<file path="src/rtl/jump_target_pipe.sv">
// Next-PC target generator (SEQ / JUMP / BRANCH / JREG) registered behind a
// 2-entry skid buffer. Optional `MISALIGN_CHECK_EN` flags unaligned JREG targets.
module jump_target_pipe #(
  parameter int ADDR_W     = 32,
  parameter int INDEX_W    = 26,
  parameter int OFF_W      = 16,
  parameter int ALIGN_BITS = 2
) (
  input  logic              Clk,
  input  logic              Reset,
  input  logic              in_valid,
  output logic              in_ready,
  input  logic [1:0]        mode,
  input  logic              branch_taken,
  input  logic [ADDR_W-1:0] pc_plus4,
  input  logic [INDEX_W-1:0] jump_index,
  input  logic [OFF_W-1:0]  branch_off,
  input  logic [ADDR_W-1:0] reg_target,
  output logic              out_valid,
  input  logic              out_ready,
  output logic [ADDR_W-1:0] target_addr,
  output logic              misalign,
  output logic [1:0]        dbg_state
);

  localparam logic [1:0] MODE_SEQ    = 2'b00;
  localparam logic [1:0] MODE_JUMP   = 2'b01;
  localparam logic [1:0] MODE_BRANCH = 2'b10;
  localparam logic [1:0] MODE_JREG   = 2'b11;

  // Handshake: a request transfers on in_valid & in_ready, a result on
  // out_valid & out_ready. in_ready is registered and never looks at out_ready.
  typedef enum logic [1:0] {
    ST_EMPTY = 2'd0,
    ST_ONE   = 2'd1,
    ST_FULL  = 2'd2
  } occ_state_e;

  occ_state_e        state_q, state_d;
  logic              in_ready_q, in_ready_d;
  logic [ADDR_W-1:0] out_addr_q, out_addr_d;
  logic              out_mis_q, out_mis_d;
  logic [ADDR_W-1:0] skid_addr_q, skid_addr_d;
  logic              skid_mis_q, skid_mis_d;

  logic [ADDR_W-1:0] jump_addr;
  logic [ADDR_W-1:0] branch_disp;
  logic [ADDR_W-1:0] branch_addr;
  logic [ADDR_W-1:0] jreg_addr;
  logic              jreg_mis;
  logic [ADDR_W-1:0] new_addr;
  logic              new_mis;
  logic              accept;
  logic              drain;

  assign jump_addr   = {pc_plus4[ADDR_W-1:INDEX_W+ALIGN_BITS], jump_index, {ALIGN_BITS{1'b0}}};
  assign branch_disp = {{(ADDR_W-OFF_W){branch_off[OFF_W-1]}}, branch_off} << ALIGN_BITS;
  assign branch_addr = pc_plus4 + branch_disp;

`ifdef MISALIGN_CHECK_EN
  assign jreg_addr = reg_target;
  assign jreg_mis  = |reg_target[ALIGN_BITS-1:0];
`else
  // Without the check, an unaligned register target is silently aligned down.
  assign jreg_addr = {reg_target[ADDR_W-1:ALIGN_BITS], {ALIGN_BITS{1'b0}}};
  assign jreg_mis  = 1'b0;
`endif

  always_comb begin
    new_addr = pc_plus4;
    new_mis  = 1'b0;
    unique case (mode)
      MODE_SEQ:    new_addr = pc_plus4;
      MODE_JUMP:   new_addr = jump_addr;
      MODE_BRANCH: new_addr = branch_taken ? branch_addr : pc_plus4;
      MODE_JREG: begin
        new_addr = jreg_addr;
        new_mis  = jreg_mis;
      end
    endcase
  end

  assign out_valid = (state_q != ST_EMPTY);
  assign accept    = in_valid & in_ready_q;
  assign drain     = out_valid & out_ready;

  always_comb begin
    state_d     = state_q;
    out_addr_d  = out_addr_q;
    out_mis_d   = out_mis_q;
    skid_addr_d = skid_addr_q;
    skid_mis_d  = skid_mis_q;
    case (state_q)
      ST_EMPTY: begin
        if (accept) begin
          out_addr_d = new_addr;
          out_mis_d  = new_mis;
          state_d    = ST_ONE;
        end
      end
      ST_ONE: begin
        if (accept && drain) begin
          out_addr_d = new_addr;
          out_mis_d  = new_mis;
        end else if (accept) begin
          skid_addr_d = new_addr;
          skid_mis_d  = new_mis;
          state_d     = ST_FULL;
        end else if (drain) begin
          state_d = ST_EMPTY;
        end
      end
      ST_FULL: begin
        if (drain) begin
          out_addr_d = skid_addr_q;
          out_mis_d  = skid_mis_q;
          state_d    = ST_ONE;
        end
      end
      default: state_d = ST_EMPTY;
    endcase
    in_ready_d = (state_d != ST_FULL);
  end

  always_ff @(posedge Clk) begin
    if (Reset) begin
      state_q     <= ST_EMPTY;
      in_ready_q  <= 1'b1;
      out_addr_q  <= '0;
      out_mis_q   <= 1'b0;
      skid_addr_q <= '0;
      skid_mis_q  <= 1'b0;
    end else begin
      state_q     <= state_d;
      in_ready_q  <= in_ready_d;
      out_addr_q  <= out_addr_d;
      out_mis_q   <= out_mis_d;
      skid_addr_q <= skid_addr_d;
      skid_mis_q  <= skid_mis_d;
    end
  end

  assign in_ready    = in_ready_q;
  assign target_addr = out_addr_q;
  assign misalign    = out_mis_q;
  assign dbg_state   = state_q;

endmodule

</file>
<file path="config.mk">
export PLATFORM = sky130hd
export DESIGN_NAME = jump_target_pipe
export DESIGN_NICKNAME = d
export VERILOG_FILES = /design/src/rtl/jump_target_pipe.sv
export SDC_FILE = /design/constraint.sdc
export NUM_CORES = 1
export LEC_CHECK = 0
export BUFFER_PORTS_ARGS = -buffer_cell sky130_fd_sc_hd__buf_2
export CORE_ASPECT_RATIO = 0.6
export CORE_MARGIN = 2
export CORE_UTILIZATION = 54
export DETAILED_ROUTE_END_ITERATION = 8
export GPL_ROUTABILITY_DRIVEN = 0
export PLACE_DENSITY = 0.94
export SLEW_MARGIN = 20
export SYNTH_ARGS = -nofsm -noshare
export SYNTH_HDL_FRONTEND = slang
export SYNTH_SLANG_ARGS = --single-unit
</file>
<file path="constraint.sdc">
create_clock -name Clk -period 3.7 [get_ports Clk]
set_input_delay 0.555 -clock Clk [delete_from_list [all_inputs] [get_ports Clk]]
set_output_delay 0.555 -clock Clk [all_outputs]
set_load 0.02 [all_outputs]
</file>
==> out/metrics.cfg, run 1 <==
[status]
status=finished, final reports clean

[timing]
maxSlewHeadroom=0.284
fin_crit_ps=3110
hold_viol_final=0
setup-violations-final=0
worst_pin_slew_ps=1070
max_freq_mhz=321
drv_slew=0
skew_ps=4.90
rsz0062_at_grt=no
post-route-period-util=0.842
setup_tns_ps=0

[synth]
synth_adder_area_share=0.0706
synth-seq-cells=67
seq_area_frac_synth=0.247
synth-edff-count=0
yosys_warnings=0
post_synth_and_or_nand_nor_area_fraction=0.216
synthArstFlopShare=0
synth_top_family_by_area=compound AO/OA/AOI/OAI gates
netlist_area_sq_um=5430
synth_compound_area_frac=0.322
synth_xor_area_frac=0.0304
syn_nets=860
muxShareOfSynthArea=0.0526
synthDistinctLibCells=83
ys.flop_type=dfxtp_1
syn_inst=717
avgSynthCellArea_sq_um=7.57

[layout]
multi_input_area_sq_um=3760
instances_no_fill=972
regArea_sq_um=1340
n_fill_cell=846
antenna_cells=0
layout_commonest_cell=buf_2
syn2layout_area_growth_pct=18.3
most-common-layout-cells=buf_2, nand2_1, a21oi_1
nNetsFinal=976
drive_above_1_share=0.253

[power]
power_density_nw_per_um2=376
power_leakage_nw=2.90
ir_drop_mv=0.293

[worst_setup_path]
regToRegSetupSlack_ps=1440
r2r_start=dbg_state[1]
cp.arrival_ps=3310
critPathMaxStageDelay_ps=460
cp.required_ps=3900
cp-end-kind=register
worstSetupPathType=input pin to register
rr_endpoint=target_addr[31]
cp_cell_sequence=buf_2 > ha_1 > inv_1 > fa_1 > and2b_4 > o2111ai_2 > a31oi_2 > o21ai_1 > o21bai_1 > a21oi_1 > mux2_1 > a311oi_1 > o41ai_1
r2r_cells=8
cp_max_fo=3
cp-start-kind=input pin
cp_slowest_cell=a311oi_1

[worst_hold_path]
min_path_type=register to register
hold_start=skid_addr_q[19]
whs_path_depth=2
min_to=skid_addr_q[19]

[clock_tree]
cts_tree=yes
htreeDepth=3
insertion_delay_ps=330
cts-root-buf=clkbuf_16
cts_setup_buffers=0
postCtsHoldBufs=0
clkTransAtPathRegs_ps=50
cts.sinks=67
post_cts_resized=0
numCtsBuffers=9
clock_path_buffers=2

[global_routing]
grt_overflow=0
first_global_vias=5439
grt_use_met2=0.506
grt_usage=0.315
use_met3=0.0802
grt_max_degree=40
top_usage_layer=met2
antenna_found_initial=0
grt_pass1_wl_microns=27100
use_met1=0.427

[die]
fp.coreArea_sq_um=9810
rows=28
die_w_microns=133
initial_core_util=0.553
io_pins=150
die_y_microns=81.6
dieArea_sq_um=10900

[routing]
drt.antenna.violating_nets=0
drt-initial-drc-count=776
via_count=6106
drc_errors=0
firstDrtPassIters=6
viasPerCell=6.28
wire_per_inst_microns=17.7
drt_wl_total_microns=17200

[place]
hpwl_microns=12700
placed_cells=957
io_buffers=146

[flow_run]
maxCapViolCount=0

stage by stage:
stage	hold slack [ps]	power (mW)	util	area, sq um	worst slack (ps)
2_1_floorplan	428	1.37	-	5430	831
3_3_place_gp	442	1.58	0.626	6140	392
3_5_place_dp	446	1.60	0.626	6140	347
4_1_cts	453	2.39	0.654	6420	683
5_1_grt	477	2.52	0.654	6420	397
6_report	450	2.41	0.654	6420	586
sequential cells by signal, summed over array words and instances, names as in the netlist:
name and count:
in_ready 1, skid_addr_q 32, target_addr 32, dbg_state 2
kinds of logic (layout without fill, tap and decap cells):
kind of cell,after synthesis,after routing
AO/OA/AOI/OAI,254,254
XOR/XNOR,18,18
adder cells (fa/ha/maj),30,30
buffers and inverters,64,184
flip-flops,67,67
multiplexers,28,28
other,1,1
AND/OR/NAND/NOR,255,255
power breakdown:
part           total [mW]  internal (mW)  leakage [nW]  switching [mW]
combinational       0.806          0.305          2.21           0.501
clock               0.801          0.502         0.141           0.300
sequential          0.806          0.776         0.549          0.0299
total                2.41           1.58          2.90           0.831
cell usage after synthesis (all sizes together) (2+ instances only):
library cell,n,area [sq um]
o21ai,43,226
o211ai,10,80.1
o31ai,5,37.5
a221o,2,21.3
o22ai,2,12.5
nor4,2,12.5
o211a,5,50.1
or3,2,12.5
dfxtp,67,1340
a41oi,4,42.6
nand2,109,412
o2111ai,4,47.6
xor2,5,43.8
nand3,19,95.1
clkbuf,32,138
nor2,68,255
a311oi,7,61.3
o221a,2,22.5
nor2b,4,25.0
nand4,4,46.3
ha,29,363
and4,2,17.5
mux2,4,45.0
and3,11,71.3
nand2b,6,40.0
o41ai,5,66.3
buf,22,154
mux2i,24,240
a21o,11,83.8
inv,10,37.5
o21a,3,22.5
and2,4,25.0
and2b,2,18.8
o21bai,5,37.5
a21oi,86,438
a31oi,11,75.1
xnor2,13,121
nor3,16,91.3
a211oi,35,278
a32oi,3,33.8
a221oi,4,41.3
final cells by class:
type                    count  share of cell area
multi-input cells         586               0.586
inverters                  10             0.00585
flip-flops and latches     67               0.209
clock buffers              13              0.0421
clock inverters             2             0.00156
repair buffers            159               0.129
well taps                 135              0.0263
how the worst max path moves through the flow:
stage / start / to / slack, ps
final: pc_plus4[2] / target_addr[16] / 590
after global routing: branch_off[0] / target_addr[24] / 400
after CTS: branch_off[0] / target_addr[16] / 680
after detailed placement: branch_off[0] / target_addr[16] / 350
after global placement: branch_off[0] / target_addr[16] / 390
after floorplan: pc_plus4[2] / target_addr[16] / 830
worst max-delay path, delay by kind of cell:
kind | cells | cell delay (ps)
adders and majority gates | 2 | 590
AOI/OAI and AO/OA | 7 | 1400
buffers and inverters | 2 | 160
and+or+nand+nor | 1 | 270
muxes | 1 | 330
metal layers:
metal,up-vias,share of wire
met5,-,0
li1,2866,-
met3,49,0.13
met1,2773,0.42
met4,0,0.024
met2,418,0.43
Power figures use the tool's default switching activity.
==> run 2, diff against run 1 <==
- CORE_UTILIZATION: 54 -> 49
- PLACE_DENSITY: 0.94 -> 0.91
- clock period: 3.7 -> 2.54 ns (I/O delays scaled with it)
==> run 2 against run 1 <==
- the run now ends with setup timing left
- routed wire length up 15%
- clock skew up 0.83 ps
- total power up 53%
- largest power group is now combinational cells
- final cell count up 10%
- critical endpoint is now target_addr[30]
- setup slack worse by 650 ps
- die area up 9.8%
- first-iteration DRC count down 7.0%
- worst hold slack worse by 120 ps
==> out/metrics.cfg, run 2 (synthesis gave the netlist of run 1 again) <==
[place]
hpwl_microns=14700
placed_cells=1054
io_buffers=146
post-place-ws_ps=-438

[timing]
max_freq_mhz=384
finalWorstSetupSlack_ps=-66.3
hold_viol_final=0
drv_slew=0
skew_ps=5.73
maxSlewHeadroom=0.515
post-route-period-util=1.03
worst_pin_slew_ps=724
setup_tns_ps=-187
fin_crit_ps=2610
rsz0062_at_grt=yes
setup-violations-final=5

[layout]
antenna_cells=0
regArea_sq_um=1340
n_fill_cell=783
syn2layout_area_growth_pct=36.3
nNetsFinal=1075
drive_above_1_share=0.365
layout_commonest_cell=buf_2
multi_input_area_sq_um=3990
instances_no_fill=1074
most-common-layout-cells=buf_2, buf_4, nand2_1

[die]
dieArea_sq_um=12000
die_y_microns=85.5
fp.coreArea_sq_um=10700
io_pins=150
die_w_microns=140
initial_core_util=0.509
rows=29

[routing]
drt-initial-drc-count=722
firstDrtPassIters=8
viasPerCell=6.23
drt.antenna.violating_nets=0
via_count=6692
drt_wl_total_microns=19800
wire_per_inst_microns=18.4
drc_errors=0

[worst_setup_path]
cp.arrival_ps=2850
cp_max_fo=4
cp_cell_sequence=buf_8 > ha_4 > inv_2 > fa_2 > and2b_4 > o2111ai_4 > a31oi_4 > o2111ai_4 > buf_4 > nor2_1 > o221a_1 > mux2i_1 > a211oi_2 > a211oi_1
critPathMaxStageDelay_ps=320
cp-start-kind=input pin
cp_slowest_cell=fa_2
cp.required_ps=2780
cp-end-kind=register
worstSetupPathType=input pin to register
cp_num_buf_inv=3
cpMostUsedCell=o2111ai_4
crit_family=compound AO/OA/AOI/OAI gates

[clock_tree]
clock_path_buffers=2
numCtsBuffers=9
cts_tree=yes
postCtsHoldBufs=0
insertion_delay_ps=330
htreeDepth=3
clkTransAtPathRegs_ps=50
cts.sinks=67
cts-root-buf=clkbuf_16

[status]
status=finished, violations left
violations=setup timing

[power]
power_density_nw_per_um2=500
power_leakage_nw=3.40
ir_drop_mv=0.430

[global_routing]
grt_overflow=0
antenna_found_initial=0
grt_max_degree=36
grt_pass1_wl_microns=29900
grt_usage=0.311
first_global_vias=6279

[worst_hold_path]
min_path_type=input pin to register

[flow_run]
maxCapViolCount=0

## run 2: cell count changes in the layout (fill, tap and decap cells not counted), sizes merged
cell / delta
clkinv: +2
clkbuf: -2
buf: +98
## run 2: power by group
group | internal (mW) | leakage, nW | total, mW | switching (mW)
clock | 0.641 | 0.128 | 1.06 | 0.423
sequential | 1.13 | 0.549 | 1.18 | 0.0447
combinational | 0.621 | 2.72 | 1.46 | 0.836
total | 2.39 | 3.40 | 3.70 | 1.30
## run 2: through the flow
stage               hold slack [ps]  area, sq um  total power, mW   util
floorplan                       428         5450             2.00      -
global placement                441         6870             2.49  0.644
detailed placement              449         6870             2.53  0.644
CTS                             313         7170             3.60  0.673
global route                    321         7390             3.86  0.693
finish                          330         7390             3.70  0.693
## run 2: repair_timing
action | in CTS | in global routing
pin swaps | 2 | 29
buffers inserted | 2 | 4
gates resized for setup | 6 | 38
endpoints found under the setup margin | 12 | 26
## run 2: cell type report
cell class | instances | share of cell area
Sequential cell | 67 | 0.181
Tap cell | 139 | 0.0235
Clock buffer | 10 | 0.0310
Clock inverter | 4 | 0.00271
Inverter | 10 | 0.00508
Timing Repair Buffer | 258 | 0.217
Multi-Input combinational cell | 586 | 0.539
## run 2: final timing paths
| kind | to | cells past startpoint | startpoint | slack [ps] |
|---|---|---|---|---|
| worst max-delay path | target_addr[30] | 14 | pc_plus4[2] | -70 |
| worst max register to register | target_addr[24] | 8 | in_ready | 430 |
| worst min-delay path | dbg_state[1] | 2 | out_ready | 330 |
| worst min register to register | skid_addr_q[13] | 2 | skid_addr_q[13] | 460 |
## run 2: per-layer routing
metal  global-route usage  vias to the layer above  share of wire
met4                0.104                        0          0.032
met5                    0                        -              0
met1                0.384                     3103           0.40
met2                0.514                      450           0.45
li1                     -                     3058              -
met3                0.106                       81           0.12
